**config.mk**
```make
export PLATFORM = sky130hd
export DESIGN_NAME = scan_mux_reg
export DESIGN_NICKNAME = d
export VERILOG_FILES = /design/src/rtl/scan_mux_pkg.sv /design/src/rtl/scan_mux_ctr.sv /design/src/rtl/scan_mux_reg.sv
export SDC_FILE = /design/constraint.sdc
export NUM_CORES = 1
export LEC_CHECK = 0
export ABC_AREA = 1
export BUFFER_PORTS_ARGS = -buffer_cell sky130_fd_sc_hd__buf_2
export CORE_UTILIZATION = 54
export CTS_CLUSTER_SIZE = 25
export DETAILED_ROUTE_END_ITERATION = 7
export PLACE_DENSITY = 0.83
export SLEW_MARGIN = 30
export SYNTH_ARGS = -nofsm -noshare
export SYNTH_HDL_FRONTEND = slang
export SYNTH_HIERARCHICAL = 1
export SYNTH_SLANG_ARGS = --single-unit
```
**constraint.sdc**
```tcl
create_clock -name clk -period 4.6 [get_ports clk]
set_input_delay 0.69 -clock clk [delete_from_list [all_inputs] [get_ports clk]]
set_output_delay 0.69 -clock clk [all_outputs]
set_load 0.01 [all_outputs]
```
**src/rtl/scan_mux_pkg.sv**
```systemverilog
// Shared types and helpers for the registered scanning multiplexer.
// Holds FSM states, mode encodings and the inhibit-value helper.
package scan_mux_pkg;

   typedef enum logic {S_MAN = 1'b0, S_SCAN = 1'b1} state_t;

   localparam logic MODE_MAN  = 1'b0;
   localparam logic MODE_SCAN = 1'b1;
   localparam int   MAX_DW    = 64;

   // All-ones for an inverting mux, all-zeros otherwise; caller keeps the low dw bits.
   function automatic logic [MAX_DW-1:0] inh_val(input int inv, input int dw);
      logic [MAX_DW-1:0] v;
      v = '0;
      if (inv != 0) begin
         for (int b = 0; b < MAX_DW; b++) begin
            if (b < dw) v[b] = 1'b1;
         end
      end
      return v;
   endfunction

endpackage

```
**src/rtl/scan_mux_ctr.sv**
```systemverilog
// Scan sequencer: dwell counter plus channel counter that wraps at N_CH-1
// and flags each completed sweep with a one-cycle pulse.
module scan_mux_ctr
   import scan_mux_pkg::*;
#(
   parameter int N_CH  = 16,
   parameter int DWELL = 4,
   parameter int SEL_W = 4
) (
   input  logic             clk,
   input  logic             rst,
   input  logic             en,
   input  logic             load,
   input  logic [SEL_W-1:0] load_val,
   output logic [SEL_W-1:0] ch,
   output logic             sweep_done
);

   localparam int DC_W = (DWELL > 1) ? $clog2(DWELL) : 1;

   logic [DC_W-1:0] dwell;
   logic            last_dwell;
   logic            last_ch;

   assign last_dwell = (dwell == DC_W'(DWELL - 1));
   assign last_ch    = (ch == SEL_W'(N_CH - 1));

   always_ff @(posedge clk or posedge rst) begin
      if (rst) begin
         dwell      <= '0;
         ch         <= '0;
         sweep_done <= 1'b0;
      end else begin
         sweep_done <= 1'b0;
         if (load) begin
            dwell <= '0;
            ch    <= load_val;
         end else if (en) begin
            if (last_dwell) begin
               dwell <= '0;
               if (last_ch) begin
                  ch         <= '0;
                  sweep_done <= 1'b1;
               end else begin
                  ch <= ch + SEL_W'(1);
               end
            end else begin
               dwell <= dwell + DC_W'(1);
            end
         end
      end
   end

endmodule

```
**src/rtl/scan_mux_reg.sv**
```systemverilog
// Registered N-channel selector with optional inversion, inhibit and an
// auto-scan mode that sweeps every channel with a fixed dwell.
module scan_mux_reg
   import scan_mux_pkg::*;
#(
   parameter int  N_CH  = 16,
   parameter int  DW    = 1,
   parameter int  DWELL = 4,
   parameter int  INV   = 1,
   localparam int SEL_W = $clog2(N_CH)
) (
   input  logic               clk,
   input  logic               rst,
   input  logic               i,
   input  logic               mode,
   input  logic [SEL_W-1:0]   s,
   input  logic [N_CH*DW-1:0] e,
   output logic [DW-1:0]      y,
   output logic               y_vld,
   output logic [SEL_W-1:0]   ch_o,
   output logic               sweep_done
);

   localparam logic [MAX_DW-1:0] INH_FULL = inh_val(INV, DW);
   localparam logic [DW-1:0]     INH      = INH_FULL[DW-1:0];

   state_t           st;
   logic [SEL_W-1:0] scan_ch;
   logic [SEL_W-1:0] eff_ch;
   logic [SEL_W-1:0] load_val;
   logic             s_ok;
   logic             load;
   logic             en;
   logic             blank;
   logic [DW-1:0]    ch_data;

   // s is compared one bit wider since N_CH may equal 2**SEL_W.
   assign s_ok     = ({1'b0, s} < (SEL_W + 1)'(N_CH));
   assign load     = (st == S_MAN) && (mode == MODE_SCAN);
   assign en       = (st == S_SCAN) && !i;
   assign load_val = s_ok ? s : '0;
   assign eff_ch   = (st == S_SCAN) ? scan_ch : s;
   assign blank    = i || ((st == S_MAN) && !s_ok);

   always_comb begin
      ch_data = '0;
      for (int k = 0; k < N_CH; k++) begin
         if (eff_ch == SEL_W'(k)) ch_data = e[k*DW +: DW];
      end
   end

   scan_mux_ctr #(
      .N_CH  (N_CH),
      .DWELL (DWELL),
      .SEL_W (SEL_W)
   ) u_ctr (
      .clk        (clk),
      .rst        (rst),
      .en         (en),
      .load       (load),
      .load_val   (load_val),
      .ch         (scan_ch),
      .sweep_done (sweep_done)
   );

   always_ff @(posedge clk or posedge rst) begin
      if (rst) begin
         st    <= S_MAN;
         y     <= INH;
         y_vld <= 1'b0;
         ch_o  <= '0;
      end else begin
         st <= (mode == MODE_SCAN) ? S_SCAN : S_MAN;
         if (blank) begin
            y     <= INH;
            y_vld <= 1'b0;
         end else begin
            y     <= (INV != 0) ? ~ch_data : ch_data;
            y_vld <= 1'b1;
            ch_o  <= eff_ch;
         end
      end
   end

endmodule

```
==> reports/qor.yml <==
worst_hold_path:
  min-delay-path-class: "primary input to asynchronous set/reset pin"
flow_run:
  drv_cap: 0
placed_design:
  dp.cells: 193
  hpwl_um: 1737
  postPlaceCellArea_um2: 1209
  place_congestion: 0.8450
  io_buffers: 30
  pre_cts_ws_ps: 2734
grt:
  grt_pass1_wl_um: 3505
  grt_max_degree: 12
  grt-ovfl-total: 0
  antenna_found_initial: 0
  first_global_vias: 824
  track_usage: 0.2337
synth:
  synth_cell_types: 32
  yosys_warnings: 6
  yosys.area.top_type: "dfrtp_1"
  seq_area_frac_synth: 0.3373
  synth_seq_cells: 14
  yosysTopAreaCellShare: 0.3121
  synthTopCellsByArea: "dfrtp_1 31%, nand2_1 13%, inv_1 6.1%, nand2_4 5.4%, nand3_1 5.3%"
  synthesis.nets: 166
  synthCells: 140
  syn_area_um2: 1042
  avgSynthCellArea_um2: 7.445
worst_setup_path:
  critPathRequiredTime_ps: 4820
  worst_path_max_delay_cell: "dfrtp_1"
  worst-setup-path-type: "flip-flop to flip-flop"
  critical_path.cell_chain: "nand2_2, nand2_4, nand2_2, o21ai_2, inv_1, nand2_1, nand2_1, nand2_1, nand2_1, nand2_1, nand3_1, nand2_1, nand2_1, nand2_1, nand2_1, nand2_1"
  cpPeakStageDelay_ps: 620
  startpoint_type: "flip-flop"
  worstSetupEndpointType: "flip-flop"
  crit_fanout: 8
  arrival_ps: 1950
  path_common_cell: "nand2_1"
drt:
  wl_per_cell_um: 10.71
  vias: 984
  drc: 0
  wl_um: 2109
  via_per_inst: 4.995
  first_pass_iters: 4
  ant_nets: 0
  drtIter0Drc: 20
floorplan:
  core_um2: 1764
  die_width_um: 45.93
  io-pin-count: 31
  start_util: 0.5908
  dieArea_um2: 2110
  num_rows: 15
  dieHeight_um: 45.93
final_layout:
  fin_area_um2: 1245
  drive_gt1_frac: 0.3488
  seq_area_um2: 351.6
  multiInputGateArea_um2: 586.8
  final_cell_mix: "37 x nand2_1, 30 x buf_2, 17 x inv_1, 13 x dfrtp_1, 11 x nand3_1"
  synthToLayoutAreaGrowth_pct: 19.45
  final_cells: 197
  mostFrequentLayoutCell: "nand2_1"
  nFillCells: 158
  nets: 199
  diodes: 0
sta:
  finalHoldViolCount: 0
  worst_pin_slew_ps: 450.5
  finalCritPeriodShare: 0.3771
  fmax_mhz: 576.5
  tns_ps: 0
  fin_ws_ps: 2865
  finClkSkew_ps: 8.237
  min_period_ps: 1735
  rsz0062_at_grt: "no"
  finalSetupViolations: 0
  maxSlewHeadroom: 0.6997
  maxSlewViolCount: 0
status:
  status: "complete, no violations"
pwr:
  ir_worst_vdd_v: 0.0002009
  p_total_uw: 422.1
  p_leak_uw: 0.0006762
  power_density_nw_per_um2: 339.1
cts:
  cts_tree: "done"
  cts_made_buffers: 3
  insertion_delay_ps: 280
  cts_resized: 0
  cts_max_level: 1
  postCtsSetupBuffers: 0
  clk_path_buf_depth: 2
  clock_sinks: 14
  cts_root_buf: "clkbuf_4"
  postCtsHoldBufs: 0
  path_clk_slew_ps: 90
[cell usage after synthesis (all sizes together)]
cell type	instances
inv	21
o2111ai	1
nand4	3
nand3	12
o21a	1
a31oi	1
xnor2	2
nand2	50
nor4	1
mux2i	1
o21ai	8
dfrtp	13
clkbuf	1
or2	3
ha	2
o211ai	1
buf	1
dfstp	1
nor2	14
nor3	1
a21oi	2
[flip-flops by register name, indices dropped and copies added, names as in the netlist]
| signal | count |
|---|---|
| u_ctr/sweep_done | 1 |
| y | 1 |
| ch_o | 4 |
| y_vld | 1 |
| u_ctr/ch | 4 |
| u_ctr/dwell | 2 |
| st | 1 |
[path summary, 6_finish.rpt]
check,start,endpoint,slack (ps),depth (start not counted)
hold / removal,rst,y_vld$_DFF_PP0_,330,2
min in group clk,ch_o[3]$_DFFE_PP0N_,ch_o[3]$_DFFE_PP0N_,480,2
hold reg to reg,ch_o[3]$_DFFE_PP0N_,ch_o[3]$_DFFE_PP0N_,480,2
setup reg to reg,st$_DFF_PP0_,y$_DFF_PP1_,2870,16
setup / recovery,st$_DFF_PP0_,y$_DFF_PP1_,2870,16
max in group asynchronous,rst,y$_DFF_PP1_,4000,2
[kinds of logic after synthesis]
logic type / after synthesis / synth area share
adder cells (fa/ha/maj): 2 / 0.02401
buffers and inverters: 23 / 0.09964
multiplexers: 1 / 0.009604
AND/OR/NAND/NOR: 84 / 0.4190
XOR/XNOR: 2 / 0.01681
AO/OA/AOI/OAI: 14 / 0.09363
flip-flops: 14 / 0.3373
[cell type report]
type	instances	share of cell area
clock buffers	4	0.02915
inverters	21	0.07136
flip-flops and latches	14	0.2824
well taps	25	0.02513
multi-input cells	103	0.4714
repair buffers	30	0.1206
[stage by stage]
step / hold WS (ps) / utilization
after global routing: 324.7 / 0.7057
final: 325.4 / 0.7057
after detailed placement: 467.4 / 0.6851
after floorplan: 490.3 / -
after global placement: 457.4 / 0.6851
after CTS: 327.5 / 0.7057
[critical path, delay by kind of cell (launching register included)]
family	cells	cell delay (ps)
simple gates	14	900
flops	1	620
compound gates	1	110
buf+inv	1	50
[power breakdown]
| group | leakage (µW) | internal [µW] | switching, µW |
|---|---|---|---|
| Clock | 0.0000210 | 48.1 | 38.3 |
| Sequential | 0.000167 | 146 | 25.7 |
| Combinational | 0.000488 | 69.1 | 94.6 |
[metal layers]
layer  wire length [µm]  vias up  global-route usage
met5                  0        -                   0
met4                 19        0              0.1176
met3                 91        2             0.04762
met2               1021       30              0.3408
met1                976      446              0.3228
li1                   -      506                   -
Power figures use the tool's default switching activity.
